### src/rtl/multi_edge_detector.sv
// multi_edge_detector
//   Multi-channel edge detector for asynchronous level inputs.
//   Each channel runs through a synchroniser and an optional debounce filter.
//   It then drives a registered one-cycle edge pulse and a sticky event flag.
//   The detect mode is shared by all channels.
//   Build option: define MULTI_EDGE_DETECTOR_DEBOUNCE_EN to build the
//   debounce counters. Without it, o_level is the synchronised input delayed
//   by one register.
module multi_edge_detector #(
  parameter int WIDTH        = 4,
  parameter int SYNC_STAGES  = 2,
  parameter int DEBOUNCE_CNT = 8
) (
  input  logic             i_clock,
  input  logic             i_resetL,
  input  logic [WIDTH-1:0] i_level,
  input  logic [1:0]       i_mode,
  input  logic [WIDTH-1:0] i_clear,
  output logic [WIDTH-1:0] o_level,
  output logic [WIDTH-1:0] o_pulse,
  output logic [WIDTH-1:0] o_sticky,
  output logic             o_any
);

  typedef enum logic [1:0] {
    MODE_RISE = 2'b00,
    MODE_FALL = 2'b01,
    MODE_BOTH = 2'b10,
    MODE_OFF  = 2'b11
  } mode_e;

  // Reject nonsensical configurations at elaboration time.
  if (WIDTH < 1 || SYNC_STAGES < 2 || DEBOUNCE_CNT < 1) begin : g_bad_cfg
    $error("multi_edge_detector: WIDTH>=1, SYNC_STAGES>=2, DEBOUNCE_CNT>=1 required");
  end

  mode_e mode;
  assign mode = mode_e'(i_mode);

  logic [SYNC_STAGES-1:0][WIDTH-1:0] sync_q;
  logic [WIDTH-1:0]                  sync_s;
  logic [WIDTH-1:0]                  level_q, level_d;
  logic [WIDTH-1:0]                  pulse_q, pulse_d;
  logic [WIDTH-1:0]                  sticky_q, sticky_d;

  assign sync_s = sync_q[SYNC_STAGES-1];

  // Synchroniser chain: stage 0 samples the raw pin, the last stage is s[i].
  // NOTE: the synchroniser is reset too, so a channel that is high at reset
  // release is seen as a fresh rising edge instead of an unknown value.
  always_ff @(posedge i_clock or negedge i_resetL) begin
    if (!i_resetL) begin
      sync_q <= '0;
    end else begin
      // NOTE: non-blocking assignments let every stage sample the old value
      // of its predecessor, which is what makes this a shift chain.
      sync_q <= {sync_q[SYNC_STAGES-2:0], i_level};
    end
  end

`ifdef MULTI_EDGE_DETECTOR_DEBOUNCE_EN
  localparam int CW = $clog2(DEBOUNCE_CNT + 1);

  logic [WIDTH-1:0][CW-1:0] cnt_q, cnt_d;

  // Debounce: the filtered level only follows s[i] after DEBOUNCE_CNT
  // consecutive cycles of disagreement; any agreement restarts the count.
  always_comb begin
    // NOTE: defaults first so every path assigns every bit (no latches).
    cnt_d   = cnt_q;
    level_d = level_q;
    for (int i = 0; i < WIDTH; i++) begin
      if (sync_s[i] == level_q[i]) begin
        cnt_d[i] = '0;
      end else if (cnt_q[i] == CW'(DEBOUNCE_CNT - 1)) begin
        level_d[i] = sync_s[i];
        cnt_d[i]   = '0;
      end else begin
        cnt_d[i] = cnt_q[i] + CW'(1);
      end
    end
  end

  // Debounce counter state; a partially counted debounce dies with reset.
  always_ff @(posedge i_clock or negedge i_resetL) begin
    if (!i_resetL) begin
      cnt_q <= '0;
    end else begin
      cnt_q <= cnt_d;
    end
  end
`else
  // Without debounce the filtered level is simply s[i] registered once.
  assign level_d = sync_s;
`endif

  // Edge detection on the filtered level and sticky flag update.
  always_comb begin
    pulse_d = '0;
    unique case (mode)
      MODE_RISE: pulse_d = level_d & ~level_q;
      MODE_FALL: pulse_d = ~level_d & level_q;
      MODE_BOTH: pulse_d = level_d ^ level_q;
      MODE_OFF:  pulse_d = '0;
      default:   pulse_d = '0;
    endcase
    // Set has priority over clear on the same edge.
    sticky_d = (sticky_q & ~i_clear) | pulse_d;
  end

  // Output registers: filtered level, edge pulse, sticky flags.
  always_ff @(posedge i_clock or negedge i_resetL) begin
    if (!i_resetL) begin
      level_q  <= '0;
      pulse_q  <= '0;
      sticky_q <= '0;
    end else begin
      level_q  <= level_d;
      pulse_q  <= pulse_d;
      sticky_q <= sticky_d;
    end
  end

  assign o_level  = level_q;
  assign o_pulse  = pulse_q;
  assign o_sticky = sticky_q;
  assign o_any    = |sticky_q;

endmodule

### config.mk
export PLATFORM = sky130hd
export DESIGN_NAME = multi_edge_detector
export DESIGN_NICKNAME = d
export VERILOG_FILES = /design/src/rtl/multi_edge_detector.sv
export SDC_FILE = /design/constraint.sdc
export NUM_CORES = 1
export LEC_CHECK = 0
export ABC_AREA = 1
export BUFFER_PORTS_ARGS = -buffer_cell sky130_fd_sc_hd__buf_2
export CAP_MARGIN = 20
export CORE_MARGIN = 2
export CORE_UTILIZATION = 48
export DETAILED_ROUTE_END_ITERATION = 6
export GPL_ROUTABILITY_DRIVEN = 0
export GPL_TIMING_DRIVEN = 0
export PLACE_DENSITY = 0.76
export RECOVER_POWER = 100
export REMOVE_ABC_BUFFERS = 1
export SLEW_MARGIN = 5
export SYNTH_ARGS = -nofsm -noshare
export SYNTH_HDL_FRONTEND = slang
export SYNTH_SLANG_ARGS = --single-unit
### constraint.sdc
create_clock -name i_clock -period 1 [get_ports i_clock]
set_input_delay 0.2 -clock i_clock [delete_from_list [all_inputs] [get_ports i_clock]]
set_output_delay 0.2 -clock i_clock [all_outputs]
set_load 0.02 [all_outputs]
=== Yosys cells after proc, flatten, opt, wreduce, memory -nomap -nowiden ===
Cells that the tools add are included.

* Input bits: 12
* Output and inout port bits: 13
* Word-level logic and storage cells: 19
* Bits in registers: 20

* Bitwise gates (word level): 8
* Reduce and logical (&&, ||, !) cells: 2
* Multiplexer cells: 1
* Eq/ne operators: 3

{| class="wikitable"
|+ Operator list
! kind !! number
|-
| $pmux 4 s4 || 1
|-
| $and 4x4->4 || 3
|-
| $not 4->4 || 3
|-
| $eq 2x2->1 const B || 2
|-
| $or 4x4->4 || 1
|-
| $reduce_or 4->1 || 1
|-
| $xor 4x4->4 || 1
|-
| $eq 2x1->1 const B || 1
|-
| $logic_not 2->1 || 1
|}

=== Longest topological paths before layout ===
Gate-level depths: netlist of the first run.

* Word-level depth: 4
* Depth in mapped cells: 4
* Gate-level depth less buffers: 4

=== Worst setup path before layout of the first run ===
No wires, ideal clock.

* Path type: register to register
* Start: reg level_q[0] (netlist: o_level[0])
* End: reg sticky_q[0] (netlist: o_sticky[0])
* Cell stages (with the launch flop): 5
* Path buffers: 0
* Data required time: 0.929 ns
* Clock period less this slack: 1.084 ns
* Data arrival time: 1.014 ns
* Setup slack: -0.084 ns
* Library setup time: 0.071 ns
* Cell sequence: dfrtp_1 > inv_1 > ha_1 > nand3b_1 > nand4_1

* Word-level cells in the longest chain between the ends: 4
* Elaborated cells between the ends (all ways): 6
* Classes of those cells: 1 x mux; 5 x bitwise

{| class="wikitable"
|+ Ends and longest elaborated chain
! item !! line !! RTL
|-
| start: declaration || 42 || <nowiki>logic [WIDTH-1:0] level_q, level_d;</nowiki>
|-
| start signal: assignment || 118 || <nowiki>level_q <= level_d;</nowiki>
|-
| $not 4->4 || 101 || <nowiki>MODE_RISE: pulse_d = level_d & ~level_q;</nowiki>
|-
| $and 4x4->4 || 101 ||
|-
| $pmux 4 s4 (*) || 100 || <nowiki>unique case (mode)</nowiki>
|-
| $or 4x4->4 (*) || 108 || <nowiki>sticky_d = (sticky_q & ~i_clear) | pulse_d;</nowiki>
|-
| net sticky_d[0] || 44 || <nowiki>logic [WIDTH-1:0] sticky_q, sticky_d;</nowiki>
|-
| end signal: assignment || 120 || <nowiki>sticky_q <= sticky_d;</nowiki>
|-
| end: declaration || 44 ||
|}

Mark *: on every way through the listed nets, which the timed path passes. The rest lies on a longest branch.

=== Final worst setup path of the first run ===
* Start: reg sticky_q[1] (netlist: o_sticky[1])
* End: out o_any

* Word-level cells in the longest chain between the ends: 1

{| class="wikitable"
|+ Ends and longest elaborated chain
! item !! line !! RTL
|-
| $reduce_or 4->1 || 127 || <nowiki>assign o_any = |sticky_q;</nowiki>
|-
| end: declaration || 22 || <nowiki>output logic o_any</nowiki>
|}

Every way passes these cells.

==> results of run 1 <==
where the power goes:
group          internal [µW]  switching, µW  leakage [µW]
combinational            193            172      0.000368
clock                    140            205     0.0000138
sequential               869           34.6      0.000241
total                   1200            412      0.000623
sequential cells by signal, summed over array words and instances (netlist names):
name,count
o_sticky,4
o_pulse,4
o_level,4
level_d,4
sync_q,4
cells by family (layout without fill, tap and decap cells):
kind of cell / count (synthesis) / count (layout) / share of synthesized area (%)
AND/OR/NAND/NOR: 28 / 28 / 17.7
flip-flops: 20 / 20 / 63.1
buffers and inverters: 14 / 51 / 6.62
adder cells (fa/ha/maj): 8 / 8 / 12.6
routing by layer:
layer / share of wire (%) / vias to the layer above
li1: - / 297
met1: 43 / 263
met2: 51 / 18
met3: 5.1 / 2
met4: 0.81 / 0
met5: 0 / -
per-stage QoR:
stage	setup WS, ps	utilization, %	std cells	total power (µW)	setup TNS, ps
6_report	-198	74.2	123	1610	-987
4_1_cts	-186	70.9	119	1610	-1150
5_1_grt	-285	74.2	123	1710	-2210
3_5_place_dp	2.07	61.2	110	1160	0
3_3_place_gp	15.7	61.2	110	1150	0
2_1_floorplan	-84.4	-	70	1050	-658
final cells by class:
class                   count  share of cell area, %
well taps                  16                   1.77
repair buffers             34                   25.9
inverters                  14                   4.65
flip-flops and latches     20                   44.2
multi-input cells          36                   21.5
clock buffers               3                   1.99
worst paths after layout:
kind,depth (start not counted),start,slack (ps),end
hold reg to reg,0,sync_q[0]$_DFF_PN0_,360,level_d[0]$_DFF_PN0_
hold / removal,4,i_clear[1],200,o_sticky[1]$_DFF_PN0_
setup / recovery,3,o_sticky[1]$_DFF_PN0_,-200,o_any
min in group asynchronous,2,i_resetL,390,sync_q[1]$_DFF_PN0_
max in group asynchronous,2,i_resetL,290,o_level[0]$_DFF_PN0_
setup reg to reg,4,o_level[1]$_DFF_PN0_,-20,o_pulse[1]$_DFF_PN0_
critical path, stage by stage, from the launching register on:
cell     delay [ps]
dfrtp_1         390
nor2_1          120
nand2_1          70
buf_6           130
repair_timing:
item,4_1_cts,5_1_grt
resized for setup,25,3
pin swaps,7,5
buffers inserted,5,0
hold endpoints to repair,20,4
hold buffers,1,4
setup endpoints to repair,21,21
cells in the mapped netlist (all sizes together):
cell	n	area share, %
nand4	4	3.2
ha	8	13
inv	14	6.6
nor2	3	1.4
nand3	8	5.0
nand3b	4	3.8
dfrtp	20	63
nand2	9	4.3
==> out/qor.yml, run 1 <==
cts_tree: "yes"
core_um2: 1520
drive_above_1_share_pct: 30.8
crit_path_start_kind: "flop"
multi_input_area_um2: 243
nets: 129
ys_seq_area_share_pct: 63.1
viasPerCell: 4.72
clk_pin_slew_worst_paths_ps: 100
grt.met1_usage_pct: 14.8
arrival_ps: 1000
grt_pass1_vias: 499
final.period_utilization_pct: 120
grt_util_all_layers_pct: 13.9
hold_path.class: "primary input to flop"
use_met2_pct: 24.6
ys_seq_elements: 20
fin_area_um2: 1130
antennaDiodeCount: 0
ant_nets: 0
worst_slack_ps: -198
grt_overflow: 0
die_h_um: 44.7
synth_area_um2: 793
register_area_um2: 500
dpl.hpwl_um: 847
rsz0062_at_grt: "true"
power.density_nw_per_um2: 1430
synth_area_per_cell_um2: 11.3
synth_cell_type_count: 8
dpl-instance-area_um2: 933
hold_viol_final: 0
synthCells: 70
core.rowCount: 14
cap_violations: 0
critical_path_required_ps: 800
path_max_fanout: 2
start_util_pct: 52.1
cts_buffer_depth: 2
fmax_ghz: 0.834
drcViolationCount: 0
final_common_cell: "dfrtp_1"
timing.hold.ws_ps: 201
slew_headroom_pct: 69.1
clkLatencyLatePin_ps: 280
fin_worst_skew_ps: 4.95
drt_iter0_markers: 3
layout_common_cells: "20 x dfrtp_1, 14 x inv_1, 14 x buf_6"
grt_util_met3_pct: 3.67
portBuffers: 24
htree_levels: 1
grt_max_degree: 21
antenna_found_initial: 0
wl_per_cell_um: 10.0
die_w_um: 44.7
fillers: 104
final_max_slew_viol_count: 0
dr_total_vias: 580
violations: "setup timing"
max_slew.worst_pin.slew_ps: 463
vdd_ir_drop_max_v: 0.00122
clock_sinks: 20
die_area_um2: 1990
wirelength_um: 1230
period_needed_ps: 1200
cts_root_buffer: "clkbuf_4"
grt_pass1_wl_um: 1930
path_class: "flop to output pin"
run_status: "complete, but fails checks"
p_leak_uw: 0.000623
finalSetupViolCount: 18
firstDrtPassIters: 2
cp-end-kind: "output pin"
area_growth_pct: 42.6
numCtsBuffers: 3
ys_warn_count: 0
top_usage_layer: "met2"
ios: 25
Note: power is estimated with default switching activity, not from simulation.
==> run 2, diff against run 1 <==
BUFFER_PORTS_ARGS = unset   (was -buffer_cell sky130_fd_sc_hd__buf_2)
CORE_UTILIZATION = 35   (was 48)
DONT_BUFFER_PORTS = 1   (was unset)
MAX_ROUTING_LAYER = met4   (was unset)
PLACE_DENSITY = unset   (was 0.76)
==> out/qor.yml, run 2 (synthesis gave the netlist of run 1 again) <==
die_area_um2: 2660
drt_iter0_markers: 7
hold_viol_final: 0
placed_cells: 98
clk_pin_slew_worst_paths_ps: 100
nets: 100
dr_total_vias: 476
crit_path_start_kind: "flop"
numCtsBuffers: 3
setup_tns_ps: -765
clock_sinks: 20
antennaDiodeCount: 0
wirelength_um: 1240
hold_path.class: "primary input to asynchronous set/reset pin"
path_class: "flop to output pin"
max_slew.worst_pin.slew_ps: 988
vdd_ir_drop_max_v: 0.000901
p_leak_uw: 0.000461
grt_max_degree: 21
drive_above_1_share_pct: 28.2
violations: "setup timing"
timing.hold.ws_ps: 48.7
ff2ff_path_depth: 4
power.density_nw_per_um2: 1530
ios: 25
grt_overflow: 0
worst_slack_ps: -190
final.period_utilization_pct: 119
firstDrtPassIters: 4
start_util_pct: 36.6
clkLatencyLatePin_ps: 280
fillers: 209
seqPwrFrac_pct: 66.6
layout_common_cells: "12 x dfrtp_1, 10 x inv_1, 8 x nand2_1, 8 x nand3_1, 8 x dfrtp_2"
switchingPower_uw: 394
period_needed_ps: 1190
ant_nets: 0
slew_headroom_pct: 34.2
finalSetupViolCount: 9
arrival_ps: 990
core.rowCount: 17
fmax_ghz: 0.840
cap_violations: 0
dpl.hpwl_um: 871
path_max_fanout: 3
p_sw_share_pct: 26.8
cts_tree: "yes"
grt_pass1_wl_um: 1990
critical_path_required_ps: 800
antenna_found_initial: 0
htree_levels: 1
cp-end-kind: "output pin"
viasPerCell: 4.49
cts_buffer_depth: 2
grt_util_all_layers_pct: 10.7
area_growth_pct: 21.3
final_max_slew_viol_count: 0
run_status: "complete, but fails checks"
drcViolationCount: 0
final_common_cell: "dfrtp_1"
final_cells: 106
cts_root_buffer: "clkbuf_4"
die_w_um: 51.6
fin_worst_skew_ps: 0.346
portBuffers: 0
post_cts_buffers: 0
p_int_uw: 1080
power_frac_clock_pct: 23.7
grt_pass1_vias: 481
wl_per_cell_um: 11.7
p_comb_share_pct: 9.6
die_h_um: 51.6
core_um2: 2170
rsz0062_at_grt: "true"
[run 2: changes by cell type in the layout (fill, tap and decap cells not counted), moves of 2 or more]
cell and delta:
buf_4 -4, ha_1 -3, dfrtp_1 -8, nor2_2 +2, inv_1 -4, buf_6 -14, ha_4 +4, buf_2 -10
inv_2 +4, nor2_1 -2, dfrtp_2 +8
[run 2: critical path, cell delays in order, from the launching register on]
cell and delay, ps:
dfrtp_2 480, nor2_2 130, nand2_2 100
[run 2: power by group through the flow]
stage          clock network, µW  logic (µW)  registers [µW]
6_report                     350         142             981
3_5_place_dp                   0        95.0             985
3_3_place_gp                   0        92.1             981
2_1_floorplan                  0        79.5             973
4_1_cts                      373         141             985
5_1_grt                      421         167             989
[run 2: metrics by stage]
stage	total power [µW]	setup slack (ps)	util (%)	area (µm²)
after floorplan	1050	-84.4	-	793
after global placement	1070	-146	38.2	828
after detailed placement	1080	-163	38.2	828
after CTS	1500	-211	44.6	968
after global routing	1580	-258	44.3	962
final	1470	-190	44.3	962
[run 2: final cells by class]
class                      count  area, µm²  area share [%]
clock buffer                   3       22.5            2.34
tap                           28       35.0            3.64
multi-input combinational     36        298            30.9
timing repair buffer           5       43.8            4.55
sequential                    20        510            53.1
inverter                      14       52.6            5.46
[run 2: final timing paths]
kind	startpoint	end	slack, ps
hold reg to reg	sync_q[2]$_DFF_PN0_	level_d[2]$_DFF_PN0_	360
hold / removal	i_resetL	sync_q[0]$_DFF_PN0_	50
min in group i_clock	i_mode[1]	o_pulse[0]$_DFF_PN0_	90
setup reg to reg	o_level[2]$_DFF_PN0_	o_sticky[2]$_DFF_PN0_	-80
max in group asynchronous	i_resetL	o_sticky[1]$_DFF_PN0_	290
setup / recovery	o_sticky[0]$_DFF_PN0_	o_any	-190
[run 2: timing repair]
| item | CTS | global route |
|---|---|---|
| pin swaps | 9 | 6 |
| hold buffers | 5 | 0 |
| cloned | 0 | 0 |
| endpoints found under the hold margin | 24 | 0 |
| setup endpoints to repair | 10 | 36 |
| resized for setup | 19 | 1 |
[run 2: routing by layer]
| metal | global-route usage (%) | wire [µm] |
|---|---|---|
| met1 | 11.2 | 540 |
| met2 | 16.2 | 610 |
| met3 | 3.74 | 77 |
| met4 | 9.21 | 14 |
| met5 | - | 0 |
